===== src/rtl/tx_switch_if.sv =====
// Bundles the five outbound transaction channels and the link-side packet
// stream. The switch takes the slave view; the traffic source/link model
// takes the master view.
interface tx_switch_if #(
    parameter int DATA_WIDTH = 16
);
    localparam int W = DATA_WIDTH * 8;

    logic [W-1:0] aw_din;
    logic         aw_last;
    logic         aw_valid;
    logic         aw_ready;
    logic [W-1:0] ar_din;
    logic         ar_valid;
    logic         ar_ready;
    logic [W-1:0] r_din;
    logic         r_last;
    logic         r_valid;
    logic         r_ready;
    logic [W-1:0] b_din;
    logic         b_valid;
    logic         b_ready;
    logic [W-1:0] barrier_din;
    logic         barrier_valid;
    logic         barrier_ready;
    logic [W-1:0] tx_data;
    logic [3:0]   tx_connection_id;
    logic         tx_last;
    logic         tx_valid;
    logic         tx_ready;

    modport slave (
        input  aw_din, aw_last, aw_valid, ar_din, ar_valid,
               r_din, r_last, r_valid, b_din, b_valid,
               barrier_din, barrier_valid, tx_ready,
        output aw_ready, ar_ready, r_ready, b_ready, barrier_ready,
               tx_data, tx_connection_id, tx_last, tx_valid
    );

    modport master (
        output aw_din, aw_last, aw_valid, ar_din, ar_valid,
               r_din, r_last, r_valid, b_din, b_valid,
               barrier_din, barrier_valid, tx_ready,
        input  aw_ready, ar_ready, r_ready, b_ready, barrier_ready,
               tx_data, tx_connection_id, tx_last, tx_valid
    );
endinterface


===== src/rtl/tx_switch.sv =====
// Transmit switch: round-robin merge of aw/ar/r/b/barrier into one packet
// stream. Header beats get their connection id moved to tx_connection_id and
// the packet type code written into bits [3:0]; multi-beat aw/r packets are
// kept contiguous by locking the grant until their last beat.
module tx_switch #(
    parameter int DATA_WIDTH = 16
) (
    input  logic        clk,
    input  logic        reset_n,
    tx_switch_if.slave  bus
);
    localparam int W = DATA_WIDTH * 8;

    typedef enum logic [1:0] {IDLE, AW_BURST, R_BURST} state_t;

    state_t       state;
    logic [2:0]   rr_ptr;
    logic [3:0]   id_reg;

    logic [4:0]   vld;
    logic [2:0]   grant;
    logic         grant_vld;
    logic         load_en;
    logic         accept;
    logic [W-1:0] sel_din;
    logic         sel_last;
    logic [W-1:0] enc_data;
    logic [3:0]   enc_id;

    assign vld     = {bus.barrier_valid, bus.b_valid, bus.r_valid, bus.ar_valid, bus.aw_valid};
    assign load_en = ~bus.tx_valid | bus.tx_ready;
    assign accept  = grant_vld & load_en;

    assign bus.aw_ready      = reset_n & load_en & (grant == 3'd0);
    assign bus.ar_ready      = reset_n & load_en & (grant == 3'd1);
    assign bus.r_ready       = reset_n & load_en & (grant == 3'd2);
    assign bus.b_ready       = reset_n & load_en & (grant == 3'd3);
    assign bus.barrier_ready = reset_n & load_en & (grant == 3'd4);

    // Grant: locked to the bursting channel, otherwise first valid at/after rr_ptr.
    // The scan runs backwards so the closest channel to rr_ptr wins.
    always_comb begin
        int         j;
        logic [2:0] idx;
        grant     = rr_ptr;
        grant_vld = 1'b0;
        j         = 0;
        idx       = 3'd0;
        case (state)
            AW_BURST: begin
                grant     = 3'd0;
                grant_vld = bus.aw_valid;
            end
            R_BURST: begin
                grant     = 3'd2;
                grant_vld = bus.r_valid;
            end
            default: begin
                for (int i = 4; i >= 0; i--) begin
                    j   = int'(rr_ptr) + i;
                    idx = (j >= 5) ? 3'(j - 5) : 3'(j);
                    if (vld[idx]) begin
                        grant     = idx;
                        grant_vld = 1'b1;
                    end
                end
            end
        endcase
    end

    // Beat select and header rewrite; burst data beats pass through untouched.
    always_comb begin
        sel_din  = bus.barrier_din;
        sel_last = 1'b1;
        case (grant)
            3'd0:    begin sel_din = bus.aw_din; sel_last = bus.aw_last; end
            3'd1:    begin sel_din = bus.ar_din; sel_last = 1'b1;        end
            3'd2:    begin sel_din = bus.r_din;  sel_last = bus.r_last;  end
            3'd3:    begin sel_din = bus.b_din;  sel_last = 1'b1;        end
            default: begin sel_din = bus.barrier_din; sel_last = 1'b1;   end
        endcase
        enc_data = sel_din;
        enc_id   = id_reg;
        if (state == IDLE) begin
            enc_id = sel_din[3:0];
            case (grant)
                3'd0:    enc_data = {sel_din[W-1:4], 4'h1};
                3'd1:    enc_data = {sel_din[W-1:4], 4'h2};
                3'd2:    enc_data = {sel_din[W-1:4], 4'h3};
                3'd3:    enc_data = {sel_din[W-1:4], 4'h4};
                default: enc_data = {sel_din[W-1:9], 1'b0, sel_din[7:4],
                                     (sel_din[8] ? 4'h5 : 4'h6)};
            endcase
        end
    end

    // Output register, burst FSM and round-robin pointer.
    always_ff @(posedge clk or negedge reset_n) begin
        if (!reset_n) begin
            state                <= IDLE;
            rr_ptr               <= 3'd0;
            id_reg               <= 4'h0;
            bus.tx_valid         <= 1'b0;
            bus.tx_last          <= 1'b0;
            bus.tx_data          <= '0;
            bus.tx_connection_id <= 4'h0;
        end else if (accept) begin
            bus.tx_valid         <= 1'b1;
            bus.tx_data          <= enc_data;
            bus.tx_connection_id <= enc_id;
            bus.tx_last          <= sel_last;
            case (state)
                IDLE: begin
                    id_reg <= sel_din[3:0];
                    if (grant == 3'd0 && !bus.aw_last)
                        state <= AW_BURST;
                    else if (grant == 3'd2 && !bus.r_last)
                        state <= R_BURST;
                    else
                        rr_ptr <= (grant == 3'd4) ? 3'd0 : grant + 3'd1;
                end
                AW_BURST: begin
                    if (bus.aw_last) begin
                        state  <= IDLE;
                        rr_ptr <= 3'd1;
                    end
                end
                default: begin
                    if (bus.r_last) begin
                        state  <= IDLE;
                        rr_ptr <= 3'd3;
                    end
                end
            endcase
        end else if (bus.tx_ready) begin
            bus.tx_valid <= 1'b0;
        end
    end
endmodule


===== src/flat_wrapper.sv =====
// flat-port wrapper written by rule: the top's interface ports become plain ports
module tx_switch_flat 
#(
    parameter int DATA_WIDTH = 16
)
  (clk, reset_n, bus_aw_din, bus_aw_last, bus_aw_valid, bus_ar_din, bus_ar_valid, bus_r_din, bus_r_last, bus_r_valid, bus_b_din, bus_b_valid, bus_barrier_din, bus_barrier_valid, bus_tx_ready, bus_aw_ready, bus_ar_ready, bus_r_ready, bus_b_ready, bus_barrier_ready, bus_tx_data, bus_tx_connection_id, bus_tx_last, bus_tx_valid);
  tx_switch_if #(.DATA_WIDTH(DATA_WIDTH)) bus_i ();
  input  logic clk;
  input  logic reset_n;
  input wire logic [$bits(bus_i.aw_din)-1:0] bus_aw_din;
  input wire logic [$bits(bus_i.aw_last)-1:0] bus_aw_last;
  input wire logic [$bits(bus_i.aw_valid)-1:0] bus_aw_valid;
  input wire logic [$bits(bus_i.ar_din)-1:0] bus_ar_din;
  input wire logic [$bits(bus_i.ar_valid)-1:0] bus_ar_valid;
  input wire logic [$bits(bus_i.r_din)-1:0] bus_r_din;
  input wire logic [$bits(bus_i.r_last)-1:0] bus_r_last;
  input wire logic [$bits(bus_i.r_valid)-1:0] bus_r_valid;
  input wire logic [$bits(bus_i.b_din)-1:0] bus_b_din;
  input wire logic [$bits(bus_i.b_valid)-1:0] bus_b_valid;
  input wire logic [$bits(bus_i.barrier_din)-1:0] bus_barrier_din;
  input wire logic [$bits(bus_i.barrier_valid)-1:0] bus_barrier_valid;
  input wire logic [$bits(bus_i.tx_ready)-1:0] bus_tx_ready;
  output wire logic [$bits(bus_i.aw_ready)-1:0] bus_aw_ready;
  output wire logic [$bits(bus_i.ar_ready)-1:0] bus_ar_ready;
  output wire logic [$bits(bus_i.r_ready)-1:0] bus_r_ready;
  output wire logic [$bits(bus_i.b_ready)-1:0] bus_b_ready;
  output wire logic [$bits(bus_i.barrier_ready)-1:0] bus_barrier_ready;
  output wire logic [$bits(bus_i.tx_data)-1:0] bus_tx_data;
  output wire logic [$bits(bus_i.tx_connection_id)-1:0] bus_tx_connection_id;
  output wire logic [$bits(bus_i.tx_last)-1:0] bus_tx_last;
  output wire logic [$bits(bus_i.tx_valid)-1:0] bus_tx_valid;
  assign bus_i.aw_din = bus_aw_din;
  assign bus_i.aw_last = bus_aw_last;
  assign bus_i.aw_valid = bus_aw_valid;
  assign bus_i.ar_din = bus_ar_din;
  assign bus_i.ar_valid = bus_ar_valid;
  assign bus_i.r_din = bus_r_din;
  assign bus_i.r_last = bus_r_last;
  assign bus_i.r_valid = bus_r_valid;
  assign bus_i.b_din = bus_b_din;
  assign bus_i.b_valid = bus_b_valid;
  assign bus_i.barrier_din = bus_barrier_din;
  assign bus_i.barrier_valid = bus_barrier_valid;
  assign bus_i.tx_ready = bus_tx_ready;
  assign bus_aw_ready = bus_i.aw_ready;
  assign bus_ar_ready = bus_i.ar_ready;
  assign bus_r_ready = bus_i.r_ready;
  assign bus_b_ready = bus_i.b_ready;
  assign bus_barrier_ready = bus_i.barrier_ready;
  assign bus_tx_data = bus_i.tx_data;
  assign bus_tx_connection_id = bus_i.tx_connection_id;
  assign bus_tx_last = bus_i.tx_last;
  assign bus_tx_valid = bus_i.tx_valid;
  tx_switch #(.DATA_WIDTH(DATA_WIDTH)) u_core (.clk(clk), .reset_n(reset_n), .bus(bus_i));
endmodule

===== config.mk =====
export PLATFORM = sky130hd
export DESIGN_NAME = tx_switch_flat
export DESIGN_NICKNAME = d
export VERILOG_FILES = /design/src/rtl/tx_switch_if.sv /design/src/rtl/tx_switch.sv /design/src/flat_wrapper.sv
export SDC_FILE = /design/constraint.sdc
export NUM_CORES = 1
export LEC_CHECK = 0
export CORE_AREA = 10 10 303 305
export CTS_BUF_LIST = sky130_fd_sc_hd__clkbuf_2
export CTS_CLUSTER_SIZE = 14
export DETAILED_ROUTE_END_ITERATION = 8
export DIE_AREA = 0 0 313 315
export GPL_TIMING_DRIVEN = 1
export RECOVER_POWER = 50
export SLEW_MARGIN = 40
export SYNTH_ARGS = -nofsm -noshare
export SYNTH_HDL_FRONTEND = slang
export SYNTH_SLANG_ARGS = --single-unit

===== constraint.sdc =====
create_clock -name clk -period 4.61 [get_ports clk]
set_clock_uncertainty 0.05 [all_clocks]
set_input_delay 0.461 -clock clk [delete_from_list [all_inputs] [get_ports clk]]
set_output_delay 0.461 -clock clk [all_outputs]
set_load 0.005 [all_outputs]

* After elaboration in Yosys (flattened, before gate mapping)
Index checks and enable logic that the tools add are counted.
** Operators by class
- Add/subtract/negate cells :: 10
- Order comparisons :: 10
- Eq/ne operators :: 10
- Multiplexer cells :: 45
- Bitwise logic cells :: 9
- Reduce and logical (&&, ||, !) cells :: 11
** Operators by type and width (count)
- $pmux W128 S4 :: 1
- $mux W3 :: 15
- $pmux W9 S4 :: 1
- $lt A3 B4 Y1 const B :: 5
- $ge A4 B3 Y1 const B :: 4
- $bmux W1 S3 :: 5
- $sub A3 B3 Y3 const B :: 5
- $mux W1 :: 12
- $pmux W3 S2 :: 2
- $mux W2 :: 5
- $mux W9 :: 1
- $add A3 B2 Y4 const B :: 2
- $and A1 B1 Y1 :: 7
- $eq A3 B2 Y1 const B :: 2
- $ne A2 B2 Y1 const B :: 3
- $reduce_and A5 Y1 :: 1
- $add A3 B1 Y4 const B :: 1
- $add A3 B3 Y4 const B :: 1
- $pmux W1 S2 :: 2
- $pmux W2 S2 :: 1
- $reduce_and A4 Y1 :: 1
- $add A3 B1 Y3 const B :: 1
- $eq A3 B1 Y1 const B :: 1
- $eq A3 B3 Y1 const B :: 1
- other kinds (13) :: 15
** Word-level totals
- Register bits :: 139
- Input bits :: 650
- Word-level logic and storage cells :: 101

* Longest topological paths before layout
Gate-level depths: netlist of the first run.
- Word-level depth :: 16
- Depth in mapped cells :: 21
- Depth with buffers taken out :: 18

* Worst setup path after synthesis of the first run
No wires, ideal clock.
- Path kind :: register to register
- Start point :: register u_core.rr_ptr[1]
- End point :: register u_core.bus.tx_data[100] in the netlist's numbering
- Setup time :: 0.131 ns
- Arrival time :: 4.299 ns
- Data required time :: 4.429 ns
- Setup slack :: 0.129 ns
- Cell stages (with the launch flop) :: 21
- Period minus slack after synthesis :: 4.481 ns
- Cell sequence :: dfrtp_1 buf_2 inv_1 ha_1 buf_2 buf_2 inv_1 a211oi_1 o21bai_1 o311ai_1 a21oi_2 nor2_4 nor2_1 ha_1 or2_2 o22ai_2 nand2_1 buf_2 clkbuf_1 o22ai_1 a31oi_1
** Between the ends
- Longest elaborated chain between the ends :: 13
** RTL lines
- start, declared :: line tx_switch.sv:17 : logic [2:0] rr_ptr;
- start signal, assigned :: line tx_switch.sv:120 : rr_ptr <= (grant == 3'd4) ? 3'd0 : grant + 3'd1;
- $add A3 B3 Y4 :: line tx_switch.sv:60 : j = int'(rr_ptr) + i;
- $ge A4 B3 Y1 or $sub A3 B3 Y3 (tied branches) :: line tx_switch.sv:61 : idx = (j >= 5) ? 3'(j - 5) : 3'(j);
- $mux W3 :: line tx_switch.sv:61
- $bmux W1 S3 :: line tx_switch.sv:62 : if (vld[idx]) begin
- $mux W1 (implied by the code) :: line tx_switch.sv:62
- $mux W3 (5 in series) :: line tx_switch.sv:62
- $pmux W3 S2 :: line tx_switch.sv:49 : case (state)
- $eq A3 B2 Y1, or another cell as far along :: line tx_switch.sv:75 : case (grant)
- $pmux W128 S4 :: line tx_switch.sv:75
- end signal, assigned :: line tx_switch.sv:109 : bus.tx_data <= enc_data;
- end, declared :: line tx_switch_if.sv:37 : tx_data, tx_connection_id, tx_last, tx_valid
Parallel ways exist; a longest one is shown, timed or not. The select of a mux whose other input is x is not followed.
A chain may end at the register's enable or synchronous reset.

* Worst setup path after layout of the first run
- Start point :: register u_core.rr_ptr[0]
- End point :: output port bus_r_ready
** Between the ends
- Longest elaborated chain between the ends :: 13
** RTL lines
- $add A3 B3 Y4 :: line tx_switch.sv:60
- $ge A4 B3 Y1 or $sub A3 B3 Y3 (tied branches) :: line tx_switch.sv:61
- $mux W3 :: line tx_switch.sv:61
- $bmux W1 S3 :: line tx_switch.sv:62
- $mux W1 (implied by the code) :: line tx_switch.sv:62
- $mux W3 (4 in series) :: line tx_switch.sv:62
- $mux W3 * :: line tx_switch.sv:62
- $pmux W3 S2 * :: line tx_switch.sv:49
- $eq A3 B2 Y1 * :: line tx_switch.sv:36 : assign bus.r_ready = reset_n & load_en & (grant == 3'd2);
- $and A1 B1 Y1 * :: line tx_switch.sv:36
- end, declared :: line flat_wrapper.sv:25 : output wire logic [$bits(bus_i.r_ready)-1:0] bus_r_ready;
Every way passes the cells marked *; elsewhere a longest branch is shown, timed or not. The select of a mux whose other input is x is not followed.

==> out/metrics.cfg, run 1 <==
[status]
status=complete, but fails checks
violations=capacitance limit, slew limit, setup timing

[pwr]
irDropWorstVdd_uv=2010
p_per_area_nw_per_um2=1070
total_power_mw=29.2
power_leakage_nw=10.2

[clock_network]
cts_sinks=139
cts_tree=done
cts_buffers=17
h-tree-depth=4
cts_root_buffer=clkbuf_2
cts_max_path_buffers=2
clock_latency_ns=1.06
path_clk_slew_ns=0.28

[cells_and_area]
fin_nets=3264
fin_cells=3782
drive_gt1_share_pct=12.8
final_core_utilization_pct=31.7
final_area_um2=27300
area_growth_pct=184
mostFrequentLayoutCells=clkdlybuf4s50_1, dlygate4sd3_1, nand2_1
final_common_cell=clkdlybuf4s50_1

[route]
drtAntennaViolNets=0
drt-initial-drc-count=1612
viasPerCell=4.54
vias=17200
wl_mm=97.6
first_pass_iters=5
drc=0
wl_per_cell_um=25.8

[logic_synthesis]
syn-num-nets=1798
synth_flop_cell=dfrtp_1
yosysUniqueCellTypes=87
synth_compound_area_share_pct=37.1
yosys.area_share.simple_pct=16.1
async_flop_share_pct=100
avgSynthCellArea_um2=8.48
synth-edff-count=0
muxShareOfSynthArea_pct=2.11
yosysSeqAreaShare_pct=36.2
synth_xor_area_share_pct=0.547
ys_warn_count=0
ys_ff_latch=139
synth_area_um2=9610
syn_inst=1134
synth_top_family_by_area=compound AO/OA/AOI/OAI gates
synth_adder_area_share_pct=1.90

[sta]
hold_viol_final=0
worstMarginPinSlew_ns=3.48
worst_slack_ns=-0.0444
min_period_over_period_pct=101
setup_viol=3
rsz0062_at_grt=true
finalMaxSlewViolations=142
max_slew_margin_pct=-132
hold_ws_ns=0.139
max_freq_mhz=215
period_minus_slack_ns=4.65
totalNegativeSetupSlack_ns=-0.104

[critical_path]
r2r_slack_ns=-0.04
worst-path-max-fanout=6
r2r-start=u_core.rr_ptr[1]
start_kind=flop
critPathBufInv=5
r2r_cells=18
critPathKind=reg2out
worst-path-stages=15
cp_slowest_stage_delay_ns=0.46
cp_cell_sequence=buf_6 -> ha_2 -> buf_6 -> nor2b_1 -> o31ai_2 -> o211ai_1 -> a211o_1 -> a311oi_4 -> o211ai_4 -> buf_6 -> inv_4 -> ha_4 -> and2_4 -> nor2b_1 -> buf_2
arrival_ns=4.14
cpMostUsedCell=buf_6
cp-end-kind=output port
cp_slowest_cell=dfrtp_1
path_delay_family=compound AO/OA/AOI/OAI gates
required_ns=4.10
r2r-end=u_core.bus.tx_data[8]

[die]
placement_rows=108
start_util_pct=11.2
die-area_um2=98600
ios=789
chipWidth_um=313
chipHeight_um=315
coreArea_um2=85900

[placed_design]
port_buffers=788
hpwl_mm=69.2
gp_congestion=0.906
dp.cells=3052
place_area_um2=19300
dp_slack_ns=-0.0330

[global_route]
grt_pass1_vias=18700
grt_pass1_wl_mm=134
use_met2_pct=28.8
grt_use_met3_pct=6.33
track_usage_pct=18.4
overflow=0
globalRoute.busiestLayer=met2
use_met1_pct=22.7
grt_antenna_before_repair=24
grt_max_degree=83

[worst_hold_path]
hp-start=bus_r_din[64]
min_path_cells=4
worstHoldEndpoint=u_core.bus.tx_data[64]
hold_class=in2reg

[run]
cap_violations=3

==> worst max-delay path by stage <==
| stage | from | endpoint | slack, ns |
|---|---|---|---|
| floorplan | u_core.rr_ptr[1] | u_core.bus.tx_data[100] | 0.13 |
| global placement | bus_ar_valid | u_core.bus.tx_data[1] | 0.04 |
| detailed placement | bus_ar_valid | u_core.bus.tx_data[1] | -0.03 |
| CTS | u_core.rr_ptr[1] | bus_r_ready | -0.32 |
| global route | u_core.rr_ptr[0] | bus_ar_ready | -0.38 |
| finish | u_core.rr_ptr[0] | bus_r_ready | -0.04 |
==> state kept, by name, indices dropped and copies added, names as in the netlist <==
signal and flops:
u_core.bus.tx_valid 1, u_core.bus.tx_data 128, u_core.state 2, u_core.bus.tx_last 1, u_core.rr_ptr 3, u_core.bus.tx_connection_id 4
==> metal layers <==
layer  wire, um  vias up
met4       4470       18
met5        115        -
met1      40000     8286
met2      44000     1164
met3       9010      264
li1           -     7426
==> cells in the mapped netlist (7+ instances only) <==
library cell | n | area (um^2)
nor2_1 | 31 | 116
a21oi_1 | 14 | 70.1
clkbuf_1 | 55 | 206
ha_1 | 13 | 163
a221oi_1 | 112 | 981
mux2i_1 | 12 | 120
o21ai_0 | 8 | 40.0
buf_2 | 40 | 200
buf_1 | 7 | 26.3
nand2b_1 | 8 | 50.1
a221oi_2 | 10 | 150
a31oi_1 | 127 | 795
dfrtp_1 | 139 | 3480
nor3_1 | 7 | 35.0
nand2_1 | 266 | 998
inv_1 | 12 | 45.0
nor2b_1 | 9 | 56.3
o211ai_1 | 9 | 67.6
o22ai_1 | 122 | 763
nand3_1 | 9 | 45.0
==> worst reg2reg max path: stages (launching register included) <==
cell           delay (ns)
dfrtp_1              0.45
buf_6                0.15
buf_6                0.12
fa_2                 0.46
buf_4                0.17
nor2_1               0.10
o22a_2               0.21
nor2_4               0.06
buf_4                0.14
a2111o_1             0.38
o21ai_4              0.23
clkinv_4             0.11
ha_4                 0.19
buf_4                0.14
buf_12               0.12
buf_16               0.20
a222oi_1             0.59
a31oi_1              0.15
dlygate4sd3_1        0.58
==> cell families (layout without fill, tap and decap cells) <==
| family | count (synthesis) | count (layout) |
|---|---|---|
| XOR/XNOR | 6 | 6 |
| other | 0 | 16 |
| flip-flops | 139 | 139 |
| AO/OA/AOI/OAI | 473 | 473 |
| adder cells (fa/ha/maj) | 14 | 14 |
| multiplexers | 17 | 17 |
| buffers and inverters | 127 | 1602 |
| AND/OR/NAND/NOR | 358 | 360 |
==> timing repair <==
action                                  in CTS  in global routing
endpoints found under the setup margin       5                 71
gates resized for setup                    100                111
cloned                                       1                  7
pin swaps                                   26                 39
endpoints found under the hold margin      274                  4
setup buffers                               29                 27
hold buffers                               621                  4
==> power by group <==
part	switching, mW	internal (mW)
clock network	0.613	0.190
logic	15.0	10.9
registers	0.450	2.07
==> area by class of cell <==
cell class / count / area [um^2]
sequential: 139 / 3480
clock buffer: 18 / 90.1
clock inverter: 12 / 101
fill: 8534 / 58700
inverter: 15 / 75.1
antenna: 16 / 40.0
tap: 1155 / 1450
timing repair buffer: 1557 / 15700
multi-input combinational: 870 / 6370
Power figures use the tool's default switching activity.
==> run 2, diff against run 1 <==
- CAP_MARGIN: not set -> 5
- CELL_PAD_IN_SITES_DETAIL_PLACEMENT: not set -> 1
- CELL_PAD_IN_SITES_GLOBAL_PLACEMENT: not set -> 1
- CORE_AREA: 10 10 303 305 -> 10 10 298 300
- DIE_AREA: 0 0 313 315 -> 0 0 308 310
- PLACE_DENSITY_LB_ADDON: not set -> 0.12
==> run 2 against run 1 <==
The run still ends with capacitance limit, slew limit, setup timing left. Sequential power is 4% lower. Final cell count is 3.3% lower. Largest cell class unchanged. Register-to-register slack better by 0.16 ns. Sequential cell count stayed put.
==> out/metrics.cfg, run 2 (synthesis results as in run 1) <==
[cells_and_area]
fin_nets=3208
seq_area_um2=3480
mostFrequentLayoutCells=clkdlybuf4s50_1, dlygate4sd3_1, nand2_1
largest_reg_flops=128
largest_register=u_core.bus.tx_data
fill_cells=9382
multi_input_area_um2=6070
final_area_um2=26400
largest_registers=u_core.bus.tx_data (128), u_core.bus.tx_connection_id (4), u_core.rr_ptr (3)
drive_gt1_share_pct=10.3
area_growth_pct=174
fin_cells=3659
final_common_cell=clkdlybuf4s50_1

[run]
cap_violations=4

[clock_network]
h-tree-depth=4
cts_tree=done
cts_max_path_buffers=2
cts_root_buffer=clkbuf_2
path_clk_slew_ns=0.33
clock_latency_ns=1.02
cts_sinks=139
cts_buffers=17

[route]
route.met3.wl_mm=6.24
vias=16000
drc=0
wl_met1_mm=39.7
route.top_layer_used=met5
wl_mm=99.9
viasPerCell=4.38
drtAntennaViolNets=0
wl_met2_mm=51.3
wl_per_cell_um=27.3
drt-initial-drc-count=767
first_pass_iters=5

[die]
placement_rows=106
start_util_pct=11.6
coreArea_um2=82900
ios=789
chipWidth_um=308
chipHeight_um=310
die-area_um2=95500

[placed_design]
hpwl_mm=73.3
dp.cells=2971
place_area_um2=19200
gp_congestion=0.843
port_buffers=788

[worst_hold_path]
hold_class=in2reg

[critical_path]
required_ns=4.10
cp_slowest_cell=dfrtp_1
cp_slowest_stage_delay_ns=0.49
path_delay_family=simple AND/OR/NAND/NOR gates
worst-path-max-fanout=5
critPathBufInv=3
arrival_ns=4.17
cp_cell_sequence=buf_6 -> buf_6 -> fa_2 -> a21o_4 -> mux2i_4 -> nor2_2 -> nor2_2 -> a311o_1 -> nor4_4 -> nor2_4 -> ha_4 -> and2_4 -> nor2b_1 -> buf_4
critPathKind=reg2out
cp-end-kind=output port
start_kind=flop

[status]
violations=capacitance limit, slew limit, setup timing
status=complete, but fails checks

[sta]
max_freq_mhz=214
worst_slack_ns=-0.0676
rsz0062_at_grt=true
setup_viol=2
max_slew_margin_pct=-106
totalNegativeSetupSlack_ns=-0.114
finalMaxSlewViolations=143
hold_viol_final=0
hold_ws_ns=0.222
period_minus_slack_ns=4.68
min_period_over_period_pct=101
worstMarginPinSlew_ns=3.09

[global_route]
track_usage_pct=19.9
grt_pass1_wl_mm=139
grt_pass1_vias=18200
grt_antenna_before_repair=31
overflow=0
grt_max_degree=84

[pwr]
irDropWorstVdd_uv=1320
p_per_area_nw_per_um2=1020
power_leakage_nw=9.86

-- run 2: changes by cell type in the layout (fill, tap and decap cells not counted), sizes merged, moves of 6 or more --
cell and change:
inv +6, clkinv -6, dlygate4sd3 -18, buf -27
clkdlybuf4s50 -7, diode +7
-- run 2: final cells by class --
class / count / area share, %
tap: 1080 / 5.12
antenna: 23 / 0.218
clock buffer: 17 / 0.323
clock inverter: 14 / 0.697
sequential: 139 / 13.2
inverter: 15 / 0.242
timing repair buffer: 1503 / 57.2
multi-input combinational: 868 / 23.0
-- run 2: path summary, 6_finish.rpt --
path | startpoint | endpoint | slack [ns] | depth (start not counted)
min in group asynchronous | reset_n | u_core.rr_ptr[0] | 1.04 | 4
setup reg to reg | u_core.rr_ptr[1] | u_core.bus.tx_data[16] | 0.12 | 21
hold reg to reg | u_core.bus.tx_connection_id[3] | u_core.bus.tx_connection_id[3] | 0.47 | 2
setup / recovery | u_core.rr_ptr[1] | bus_r_ready | -0.07 | 14
hold / removal | bus_r_din[110] | u_core.bus.tx_data[110] | 0.22 | 4
max in group asynchronous | reset_n | u_core.bus.tx_data[125] | 1.09 | 4
-- run 2: where the power goes --
part | internal (mW) | switching [mW] | total (mW) | leakage [nW]
logic | 9.64 | 13.9 | 23.6 | 8.14
registers | 2.07 | 0.344 | 2.41 | 1.57
clock network | 0.314 | 0.682 | 0.996 | 0.147
total | 12.0 | 15.0 | 27.0 | 9.86
-- run 2: timing repair --
item | 4_1_cts | 5_1_grt
pin swaps | 18 | 21
hold endpoints to repair | 271 | 0
hold buffers | 596 | 0
resized for setup | 69 | 71
cloned | 0 | 3
setup buffers | 20 | 16
endpoints found under the setup margin | 9 | 135
-- run 2: worst register-to-register path, stage by stage (launching register included) --
cell and delay (ns):
dfrtp_1 0.48, inv_2 0.08, buf_12 0.13, ha_4 0.17
nor2b_2 0.17, buf_6 0.13, a2111oi_4 0.30, o211ai_1 0.17
a211o_1 0.28, a311oi_2 0.39, o211ai_4 0.16, buf_6 0.14
nor2_4 0.11, ha_4 0.15, buf_4 0.16, or2_4 0.14
a2bb2oi_4 0.21, nand2_8 0.08, buf_12 0.15, clkbuf_16 0.21
a221oi_1 0.40, a31oi_1 0.14
-- run 2: routing by layer --
| metal | GRT usage, % | up-vias |
|---|---|---|
| li1 | - | 7308 |
| met1 | 22.8 | 8022 |
| met2 | 35.4 | 547 |
| met3 | 5.52 | 116 |
| met4 | 6.41 | 16 |
| met5 | 0 | - |
-- run 2: metrics by stage --
stage / util, % / setup slack [ns] / power [mW]
after floorplan: - / 0.129 / 14.0
after global placement: 23.1 / -0.108 / 23.5
after detailed placement: 23.1 / -0.201 / 23.7
after CTS: 31.1 / -0.385 / 26.1
after global routing: 31.8 / -0.332 / 29.0
final: 31.8 / -0.0676 / 27.0
==> run 3, diff against run 2 <==
- RECOVER_POWER: 50 -> 100
==> run 3 against run 2 <==
The flow still finishes with violations (capacitance limit, slew limit, setup timing). Setup slack got worse by 0.0072 ns. Via count up 0.37%. Worst hold slack lost 0.00052 ns. Global-route usage is the same. Clock-buffer cell count unchanged. Combinational power about the same. Sequential cell count did not move. Critical path type unchanged. Largest cell class unchanged.
==> out/metrics.cfg, run 3 (synthesis results as in run 1) <==
[status]
status=complete, but fails checks
violations=capacitance limit, slew limit, setup timing

[critical_path]
cp_cell_sequence=buf_6 -> buf_6 -> fa_2 -> a21o_4 -> mux2i_4 -> nor2_2 -> nor2_2 -> a311o_1 -> nor4_4 -> nor2_4 -> ha_4 -> and2_4 -> nor2b_1 -> buf_4
worst-path-max-fanout=5
start_kind=flop
r2r-start=u_core.rr_ptr[1]
cp-end-kind=output port
r2r_slack_ns=-0.07
cp_slowest_stage_delay_ns=0.49
cp_slowest_cell=dfrtp_1
r2r-end=u_core.bus.tx_data[16]
arrival_ns=4.17
critPathKind=reg2out
required_ns=4.10
critPathLaunch=u_core.rr_ptr[1]
r2r_cells=21
crit_path_end=bus_r_ready

[global_route]
grt_pass1_wl_mm=139
grt_pass1_vias=18200
globalRoute.busiestLayer=met2
use_met2_pct=35.4
overflow=0
grt_max_degree=84
use_met1_pct=22.8
grt_antenna_before_repair=31
grt_use_met3_pct=5.52
track_usage_pct=19.9

[sta]
hold_viol_final=0
period_minus_slack_ns=4.68
max_slew_margin_pct=-107
worst_slack_ns=-0.0748
max_freq_mhz=213
worstMarginPinSlew_ns=3.10
setup_viol=11
rsz0062_at_grt=true
finalMaxSlewViolations=143
min_period_over_period_pct=102

[clock_network]
clock_latency_ns=1.02
cts_buffers=17
h-tree-depth=4
cts_max_path_buffers=2
cts_tree=done
cts_sinks=139
cts_root_buffer=clkbuf_2
path_clk_slew_ns=0.33

[pwr]
irDropWorstVdd_uv=1320
power_leakage_nw=9.83
p_per_area_nw_per_um2=1010
total_power_mw=26.7

[cells_and_area]
final_common_cell=dlygate4sd3_1
area_growth_pct=174
drive_gt1_share_pct=10.1
final_core_utilization_pct=31.8
largest_register=u_core.bus.tx_data
largest_registers=u_core.bus.tx_data (128), u_core.bus.tx_connection_id (4), u_core.rr_ptr (3)
fin_nets=3208
mostFrequentLayoutCells=dlygate4sd3_1, clkdlybuf4s50_1, nand2_1
largest_reg_flops=128

[placed_design]
hpwl_mm=73.3
gp_congestion=0.843
port_buffers=788

[route]
drtAntennaViolNets=0
viasPerCell=4.39
wl_mm=100
vias=16100
first_pass_iters=5
drc=0
wl_per_cell_um=27.3
drt-initial-drc-count=783

[die]
chipHeight_um=310
chipWidth_um=308
die-area_um2=95500
ios=789
placement_rows=106
coreArea_um2=82900
start_util_pct=11.6

[worst_hold_path]
hold_class=in2reg
min_path_cells=4

[run]
cap_violations=4

[run 3: cell types whose count changed in the layout (fill, tap and decap cells not counted), sizes merged]
cell / previous run / this run
clkbuf: 24 / 27
clkdlybuf4s50: 716 / 648
dlygate4sd3: 661 / 729
buf: 119 / 116
[run 3: repair_timing]
action / in CTS / in global routing
gates resized for setup: 69 / 71
hold buffers: 596 / 0
gates cloned: 0 / 3
setup endpoints to repair: 9 / 135
pin swaps: 18 / 21
endpoints found under the hold margin: 271 / 0
setup buffers: 20 / 16
[run 3: worst min-delay path by stage]
| stage | to | slack, ns | from |
|---|---|---|---|
| 6_report | u_core.bus.tx_connection_id[1] | 0.22 | bus_barrier_din[1] |
| 3_5_place_dp | u_core.rr_ptr[2] | 0.34 | reset_n |
| 2_1_floorplan | u_core.bus.tx_connection_id[0] | 0.12 | reset_n |
| 4_1_cts | u_core.bus.tx_connection_id[1] | 0.004 | bus_barrier_din[1] |
| 3_3_place_gp | u_core.rr_ptr[0] | 0.34 | reset_n |
| 5_1_grt | u_core.bus.tx_data[50] | 0.08 | bus_b_din[50] |
[run 3: final cells by class]
class	count	area, um^2
inverters	15	63.8
repair buffers	1503	15100
well taps	1080	1350
clock buffers	17	85.1
clock inverters	14	184
diodes	23	57.6
multi-input cells	868	6050
fillers	9388	56600
flip-flops and latches	139	3480
[run 3: where the power goes]
group	switching [mW]	internal (mW)
Clock	0.684	0.314
Sequential	0.332	2.07
Combinational	13.9	9.42
[run 3: per-layer routing]
| metal | vias up | wire length, um |
|---|---|---|
| met3 | 115 | 6220 |
| li1 | 7319 | - |
| met1 | 8074 | 39700 |
| met4 | 16 | 2720 |
| met2 | 544 | 51200 |
| met5 | - | 101 |
[run 3: through the flow]
stage                     hold WS, ns  instance area (um^2)  TNS (ns)  worst slack, ns  cells
after global placement          0.343                 19200    -0.270           -0.108   2971
after global routing           0.0786                 26300    -15.31           -0.332   3654
final                           0.221                 26300    -0.408          -0.0748   3659
after floorplan                 0.115                  9610         0            0.129   1134
after detailed placement        0.342                 19200    -0.594           -0.201   2971
after CTS                     0.00374                 25800     -2.47           -0.385   3618
[run 3: worst max-delay path, delay by kind of cell (launching register included)]
family,cells,cell delay (ns)
AO/OA/AOI/OAI,2,0.59
buffers and inverters,3,0.44
adder cells (fa/ha/maj),2,0.63
multiplexers,1,0.20
flip-flops,1,0.49
AND/OR/NAND/NOR,6,0.79
